### config.mk
export PLATFORM = sky130hd
export DESIGN_NAME = axis_pkt_arbiter
export DESIGN_NICKNAME = d
export VERILOG_FILES = /design/src/rtl/axis_pkt_arbiter.sv
export SDC_FILE = /design/constraint.sdc
export NUM_CORES = 1
export LEC_CHECK = 0
export ABC_AREA = 1
export BUFFER_PORTS_ARGS = -buffer_cell sky130_fd_sc_hd__buf_2
export CORE_UTILIZATION = 30
export CTS_CLUSTER_DIAMETER = 50
export DETAILED_ROUTE_END_ITERATION = 10
export PLACE_DENSITY = 0.66
export SYNTH_ARGS = -nofsm -noshare
export SYNTH_HDL_FRONTEND = slang
export SYNTH_SLANG_ARGS = --single-unit
### constraint.sdc
create_clock -name clk -period 2.15 [get_ports clk]
set_input_delay 0.1075 -clock clk [delete_from_list [all_inputs] [get_ports clk]]
set_output_delay 0.1075 -clock clk [all_outputs]
set_load 0.02 [all_outputs]
### src/rtl/axis_pkt_arbiter.sv
// axis_pkt_arbiter
// Packet-level round-robin arbiter: N AXI-Stream sources share one registered
// 32-bit AXI-Stream master. A grant is held from a packet's first beat to its
// TLAST beat, so packets never interleave. TUSER[0] is regenerated as the
// first-beat marker and TDEST is latched from the first beat of each packet.
// Optional feature macro: AXIS_ARB_TIMEOUT_EN adds a mid-packet idle timeout
// that emits a 32'hDEAD_BEEF error beat, counts the abort and flushes the rest
// of the stalled packet.
module axis_pkt_arbiter #(
    parameter int N       = 4,
    parameter int TIMEOUT = 1024
) (
    input  logic            clk,
    input  logic            rst_n,
    input  logic [N-1:0]    s_tvalid,
    output logic [N-1:0]    s_tready,
    input  logic [32*N-1:0] s_tdata,
    input  logic [N-1:0]    s_tlast,
    input  logic [8*N-1:0]  s_tdest,
    input  logic [4*N-1:0]  s_tuser,
    output logic            m_tvalid,
    input  logic            m_tready,
    output logic [31:0]     m_tdata,
    output logic            m_tlast,
    output logic [7:0]      m_tdest,
    output logic [3:0]      m_tuser,
    output logic [N-1:0]    grant,
    output logic [15:0]     abort_cnt
);

    localparam int IW = (N > 1) ? $clog2(N) : 1;

`ifdef AXIS_ARB_TIMEOUT_EN
    localparam int TW = $clog2(TIMEOUT + 1);
    typedef enum logic [1:0] {ST_IDLE, ST_PASS, ST_ERR, ST_FLUSH} state_t;
`else
    typedef enum logic [0:0] {ST_IDLE, ST_PASS} state_t;
`endif

    state_t        r_state;
    logic [IW-1:0] r_gidx;
    logic [IW-1:0] r_last_grant;
    logic [N-1:0]  r_grant;
    logic          r_first;
    logic          r_m_tvalid;
    logic [31:0]   r_m_tdata;
    logic          r_m_tlast;
    logic [7:0]    r_m_tdest;
    logic [3:0]    r_m_tuser;
`ifdef AXIS_ARB_TIMEOUT_EN
    logic [15:0]   r_abort_cnt;
    logic [TW-1:0] r_tmo;
`else
    logic          w_unused_timeout;
`endif

    logic          w_sel_valid;
    logic          w_sel_last;
    logic [31:0]   w_sel_data;
    logic [7:0]    w_sel_dest;
    logic [2:0]    w_sel_user;
    logic          w_sel_ready;
    logic          w_out_free;
    logic          w_accept;
    logic [IW-1:0] w_pick;

    // First requester after 'last' in wrap-around order; 'last' itself has lowest priority.
    function automatic logic [IW-1:0] f_rr_pick(input logic [N-1:0] req, input logic [IW-1:0] last);
        logic [IW-1:0] pick;
        int            idx;
        pick = last;
        for (int k = N; k >= 1; k--) begin
            idx = (int'(last) + k) % N;
            if (req[idx]) pick = IW'(idx);
        end
        return pick;
    endfunction

    // Granted-source mux and combinational TREADY (no register between m_tready and s_tready).
    always_comb begin
        w_sel_valid = s_tvalid[r_gidx];
        w_sel_last  = s_tlast[r_gidx];
        w_sel_data  = s_tdata[32*int'(r_gidx) +: 32];
        w_sel_dest  = s_tdest[8*int'(r_gidx) +: 8];
        w_sel_user  = s_tuser[4*int'(r_gidx)+1 +: 3];
        w_out_free  = !r_m_tvalid || m_tready;
        w_pick      = f_rr_pick(s_tvalid, r_last_grant);
        w_sel_ready = 1'b0;
        if (r_state == ST_PASS) begin
            w_sel_ready = w_out_free;
        end
`ifdef AXIS_ARB_TIMEOUT_EN
        else if (r_state == ST_FLUSH) begin
            w_sel_ready = 1'b1;
        end
`endif
        s_tready         = '0;
        s_tready[r_gidx] = w_sel_ready;
        w_accept         = w_sel_valid && w_sel_ready;
    end

    // Arbitration FSM together with the registered master output stage.
    always_ff @(posedge clk or negedge rst_n) begin
        if (!rst_n) begin
            r_state      <= ST_IDLE;
            r_gidx       <= '0;
            r_last_grant <= IW'(N - 1);
            r_grant      <= '0;
            r_first      <= 1'b0;
            r_m_tvalid   <= 1'b0;
            r_m_tdata    <= '0;
            r_m_tlast    <= 1'b0;
            r_m_tdest    <= '0;
            r_m_tuser    <= '0;
`ifdef AXIS_ARB_TIMEOUT_EN
            r_abort_cnt  <= '0;
            r_tmo        <= '0;
`endif
        end else begin
            // Downstream took the held beat; a load below overrides this.
            if (m_tready) r_m_tvalid <= 1'b0;
            case (r_state)
                ST_IDLE: begin
                    if (|s_tvalid) begin
                        r_gidx  <= w_pick;
                        r_grant <= N'(1) << w_pick;
                        r_first <= 1'b1;
                        r_state <= ST_PASS;
                    end
                end
                ST_PASS: begin
                    if (w_accept) begin
                        r_m_tvalid <= 1'b1;
                        r_m_tdata  <= w_sel_data;
                        r_m_tlast  <= w_sel_last;
                        r_m_tuser  <= {w_sel_user, r_first};
                        if (r_first) r_m_tdest <= w_sel_dest;
                        r_first    <= 1'b0;
`ifdef AXIS_ARB_TIMEOUT_EN
                        r_tmo      <= '0;
`endif
                        if (w_sel_last) begin
                            r_last_grant <= r_gidx;
                            r_grant      <= '0;
                            r_state      <= ST_IDLE;
                        end
                    end
`ifdef AXIS_ARB_TIMEOUT_EN
                    else if (!w_sel_valid && !r_first) begin
                        if (r_tmo == TW'(TIMEOUT - 1)) begin
                            r_tmo   <= '0;
                            r_state <= ST_ERR;
                        end else begin
                            r_tmo <= r_tmo + TW'(1);
                        end
                    end
`endif
                end
`ifdef AXIS_ARB_TIMEOUT_EN
                ST_ERR: begin
                    // Error beat keeps the packet's latched TDEST.
                    if (w_out_free) begin
                        r_m_tvalid <= 1'b1;
                        r_m_tdata  <= 32'hDEAD_BEEF;
                        r_m_tlast  <= 1'b1;
                        r_m_tuser  <= 4'b0010;
                        if (r_abort_cnt != 16'hFFFF) r_abort_cnt <= r_abort_cnt + 16'd1;
                        r_state    <= ST_FLUSH;
                    end
                end
                ST_FLUSH: begin
                    // Remaining beats of the aborted packet are accepted and dropped.
                    if (w_accept && w_sel_last) begin
                        r_last_grant <= r_gidx;
                        r_grant      <= '0;
                        r_state      <= ST_IDLE;
                    end
                end
`endif
                default: r_state <= ST_IDLE;
            endcase
        end
    end

    assign m_tvalid = r_m_tvalid;
    assign m_tdata  = r_m_tdata;
    assign m_tlast  = r_m_tlast;
    assign m_tdest  = r_m_tdest;
    assign m_tuser  = r_m_tuser;
    assign grant    = r_grant;
`ifdef AXIS_ARB_TIMEOUT_EN
    assign abort_cnt = r_abort_cnt;
`else
    assign abort_cnt        = '0;
    assign w_unused_timeout = (TIMEOUT > 0);
`endif

endmodule

# Word level (Yosys, flattened, before mapping)
# Cells that the tools add are included.
# op_classes
add_sub_neg	5
n_lt_le_gt_ge	6
n_eq_ne	3
shifts	4
n_mux	37
bitwise_logic	6
n_reduce_logical	15
# ops
op	n
$shiftx 128x8->32	1
$shiftx 32x6->8	1
$mux 1	20
$lt 3x4->1 const B	4
$shiftx 16x6->3	1
$bmux 1 s2	6
$mux 4	3
$reduce_and 3->1	3
$mux 2	4
$pmux 4 s2	1
$reduce_or 2->1	4
$reduce_and 2->1	3
$add 4x1->5 const B	1
$add 2x1->2 const B	2
$add 2x2->2 const B	2
$and 1x1->1 const A	4
$and 4x4->4	1
$ne 2x1->1 const B	2
$pmux 1 s2	2
$reduce_or 4->1	1
$shl 1x2->4 const A	1
$lt 2x3->1 const B	1
$demux 1 s2	1
$ge 2x1->1 const B	1
5 further kinds	6
# word_totals
register_bits	56
inputBits	187
output_inout_bits	70
word_cells	86

# Longest topological paths before layout
# logic_depth
ltp_word	13
ltp_mapped	12
depth_no_buf	11

# Worst setup path after synthesis
# Ideal clock, no wire load.
# synth_path
kind	register -> register
start	register r_gidx[0]
end	register r_m_tdata[10], in the netlist m_tdata[10]
setup_ns	0.117
t_arrival_ns	1.399
required_ns	2.033
setup_slack_ns	0.634
path_stages_with_launch	10
path_buffers	3
period_less_slack_ns	1.516
cell_sequence	dfrtp_1 > buf_4 > nor2_4 > a22oi_1 > a21oi_2 > inv_2 > buf_2 > buf_6 > nand2_1 > nand2_1
# synth_via
elab_chain_cells	4
word_cells_on_any_way	5
classes_between	1 x shift; 2 x mux; 2 x reduce/logical
# synth_rtl
element	line_no	rtl
from (decl)	41	logic [IW-1:0] r_gidx;
from (signal assigned)	125	r_gidx <= w_pick;
branches (longest 4 deep; another with $shiftx 128x8->32)	-	
to (signal assigned)	134	r_m_tdata <= w_sel_data;
to (decl)	46	logic [31:0] r_m_tdata;
# Several ways; the timed one is not identified. The select of a mux whose other input is x is not followed.
# A chain may end at the register's enable or synchronous reset.

# Worst setup path in the final report
# layout_path
start	register r_gidx[0]
end	register r_state
# layout_via
elab_chain_cells	5
word_cells_on_any_way	8
classes_between	7 x mux; 1 x reduce/logical
# layout_rtl
element	line_no	rtl
$bmux 1 s2 (on tied branches)	82, 81	
$mux 1 (on tied branches)	82, 81	
$mux 1 or $logic_and 1x1->1 (tied branches)	142, 99	
$mux 1 *	132	if (w_accept) begin
$pmux 1 s2 *	122	case (r_state)
to (signal assigned)	105	r_state <= ST_IDLE;
to (signal assigned)	128	r_state <= ST_PASS;
to (signal assigned)	145	r_state <= ST_IDLE;
to (decl)	40	state_t r_state;
# Every way passes the cells marked *; elsewhere a longest branch is shown, timed or not. The select of a mux whose other input is x is not followed.

==> qor.csv <==
stage;metric;value;unit
pwr;combPwrFrac;0.589;
die;pin_count;257;
run;max_cap_viol_count;0;
timing;timing.setup.tns;0;ns
setup_path;critPathMaxFanout;11;
yosys;synth-edff-count;0;
final_layout;fillCellCount;1199;
die;die_width;110;um
route;wl_per_cell;13.7;um
route;drt-initial-drc-count;175;
route;finalWirelength;11.9;mm
final_layout;sequential_cell_area;0.00140;sq mm
yosys;post-synth-top-area-cell;sky130_fd_sc_hd__dfrtp_1;
final_layout;final_cell_count_no_fill;873;
yosys;post_synth_inst_count;500;
placement;place_inst;863;
setup_path;critical-path-slowest-cell;sky130_fd_sc_hd__dfrtp_1;
setup_path;worst_setup_path_start_kind;flip-flop;
timing;fin_skew;0.00294;ns
pwr;powerDensity;1470;mW/mm^2
global_routing;grt-ovfl-total;0;
clock_network;cts.reportedPaths.clkPinSlew;0.07;ns
die;dieArea;0.0120;sq mm
setup_path;critical_path.max_stage_delay;0.52;ns
timing;fmax;555;MHz
clock_network;clock_sink_count;56;
yosys;ys_dominant_reg_cell;sky130_fd_sc_hd__dfrtp_1;
final_layout;flow.area_growth_from_synthesis;43.7;%
global_routing;first_global_vias;3697;
die;floorplan.core_area;0.0111;sq mm
global_routing;grt_util_all_layers;0.193;
clock_network;count_of_cells_resized_by_post_cts_repair;0;
final_layout;post_layout_net_count;919;
global_routing;grt_max_degree;34;
yosys;synth.ff_latch_count;56;
pwr;power_switching;3540;uW
setup_path;cp_data_arrival_time;1.98;ns
clock_network;worst_skew_pair_latency;0.28;ns
setup_path;end_kind;flip-flop;
timing;final_max_slew_violation_count;0;
final_layout;n_antenna_cell;0;
placement;routabilityCongestion;0.817;
die;initial_core_util;0.314;
yosys;largest_cells_by_area_after_synthesis;sky130_fd_sc_hd__dfrtp_1 39%, sky130_fd_sc_hd__nand2_1 28%, sky130_fd_sc_hd__a22oi_1 9.9%, sky130_fd_sc_hd__nand3_1 7.8%, sky130_fd_sc_hd__buf_4 4.5%;
pwr;max-vdd-ir-drop;0.000675;V
timing;tightest_slew;0.614;ns
setup_path;cp_num_buf_inv;3;
clock_network;htree_num_levels;2;
yosys;synth.yosys.seq_area_share;0.404;
yosys;yosys_warnings;0;
pwr;clkPwrFrac;0.157;
clock_network;num_cts_buffers;5;
clock_network;clock_tree_from_tritoncts;done;
timing;finalHoldViolCount;0;
yosys;synth.lib_cells_used.distinct;24;
die;row_count;38;
timing;max_slew_headroom_at_the_worst_pin;0.591;
final_layout;multi_input_area;0.00182;sq mm
pwr;total_power;7360;uW
route;num_vias;4061;
timing;grt_setup_unrepaired;no;
yosys;async_flop_share;1.00;
die;die-height;110;um
pwr;cell_leakage_power;0.00290;uW
outcome;status;finished, final reports clean;
timing;layout_min_cycle_time;1.80;ns
placement;placed_wire_length_estimate;9.33;mm
timing;setup-violations-final;0;
pwr;swShare;0.481;
timing;finalCritPeriodShare;0.839;
route;drc;0;
setup_path;critical_path_required;2.33;ns
setup_path;cpLargestDelayFamily;compound AO/OA/AOI/OAI gates;
setup_path;r2r_slack;0.35;ns
pwr;p_int;3820;uW
pwr;power.sequential.fraction;0.255;
placement;placement.io_buffers;236;
route;via_density_per_instance;4.65;
global_routing;grt_antenna_before_repair;1;
global_routing;global_route_wire_length_before_repair;17.9;mm
route;postRouteAntennaNets;0;
final_layout;drive_above_1_share;0.375;
clock_network;cts-root-buf;sky130_fd_sc_hd__clkbuf_16;
setup_path;setup.worst_path.class;flip-flop to flip-flop;
yosys;synth_top_area_frac;0.389;
yosys;synth_area;0.00348;sq mm
setup_path;cp_cell_sequence;inv_2 > nor2_4 > a22oi_1 > a21oi_4 > buf_4 > nand2_4 > a21oi_1 > inv_1;
worst_hold_path;timing.hold.worst.class;input port to flip-flop;
yosys;synth.avg_cell_area;6.95;sq um
route;drt_pass1_iterations;5;
clock_network;cts.path.max_buffers;2;
[flip-flops by register name, summed over array words and instances, names as in the netlist]
signal,flops
m_tdata,32
m_tdest,8
grant,4
m_tuser,4
r_gidx,2
r_last_grant,2
m_tlast,1
m_tvalid,1
r_first,1
r_state,1
[metrics by stage]
step | setup WS (ns) | cell area [sq um] | hold WS, ns | utilization
3_3_place_gp | 0.346 | 4760 | 0.148 | 0.430
2_1_floorplan | 0.634 | 3530 | -0.188 | -
3_5_place_dp | 0.335 | 4760 | 0.149 | 0.430
5_1_grt | 0.206 | 5000 | 0.166 | 0.451
4_1_cts | 0.317 | 5000 | 0.119 | 0.451
6_report | 0.347 | 5000 | 0.129 | 0.451
[cell usage in the layout (no fill, tap or decap), drive strengths merged]
cell type,count
nand2,263
buf,251
nand3,54
dfrtp,54
a22oi,46
conb,16
inv,13
o21ai,7
nor2,6
clkbuf,5
a21oi,4
nor3,3
bufinv,3
nand4,2
dlygate4sd3,2
dfstp,2
nor4,1
clkinv,1
[kinds of logic after synthesis]
group	count (synthesis)	share of synthesized area
buf+inv	57	0.0903
flops	56	0.404
simple gates	329	0.389
compound gates	57	0.116
other cells	1	0.00108
[metal layers]
| metal | part of all wire | global-route usage | vias up |
|---|---|---|---|
| li1 | - | - | 2063 |
| met1 | 0.43 | 0.248 | 1817 |
| met2 | 0.50 | 0.343 | 173 |
| met3 | 0.066 | 0.0320 | 6 |
| met4 | 0.0045 | 0.0295 | 2 |
| met5 | 0.00092 | 0 | - |
[timing repair]
item	4_1_cts	5_1_grt
buffers inserted	0	0
hold endpoints to repair	22	0
endpoints found under the setup margin	0	0
hold buffers	2	0
[layout make-up]
class,count,area share
Inverter,14,0.0108
Tap cell,140,0.0351
Clock inverter,3,0.0180
Timing Repair Buffer,253,0.265
Sequential cell,56,0.281
Clock buffer,5,0.0250
Multi-Input combinational cell,402,0.365
[cells in the mapped netlist (all sizes together) (2+ instances only)]
library cell	number
a21oi	4
nor3	3
nand4	2
buf	28
dfrtp	54
clkbuf	15
inv	13
dfstp	2
nand3	54
nand2	263
o21ai	7
a22oi	46
nor2	6
[power groups by stage]
stage               Combinational (uW)  Clock [uW]  Sequential, uW
finish                            4330        1150            1870
global route                      4900        1230            1930
CTS                               4390        1190            1870
detailed placement                4390           0            1880
global placement                  4350           0            1870
floorplan                         2550           0            2310
[final timing paths]
check / from / end / depth (start not counted)
max: r_gidx[0] / r_state / 8
min: s_tdest[24] / m_tdest[0] / 5
max reg2reg: r_gidx[0] / r_state / 8
min reg2reg: m_tdata[24] / m_tdata[24] / 2
max in group asynchronous: rst_n / m_tdest[7] / 3
min in group asynchronous: rst_n / m_tdata[16] / 2
[worst register-to-register path: stages (launching register included)]
cell and delay, ns:
sky130_fd_sc_hd__dfrtp_1 0.52, sky130_fd_sc_hd__inv_2 0.12, sky130_fd_sc_hd__nor2_4 0.12, sky130_fd_sc_hd__a22oi_1 0.12, sky130_fd_sc_hd__a21oi_4 0.27, sky130_fd_sc_hd__buf_4 0.25
sky130_fd_sc_hd__nand2_4 0.11, sky130_fd_sc_hd__a21oi_1 0.14, sky130_fd_sc_hd__inv_1 0.05
Note: power is estimated with default switching activity, not from simulation.
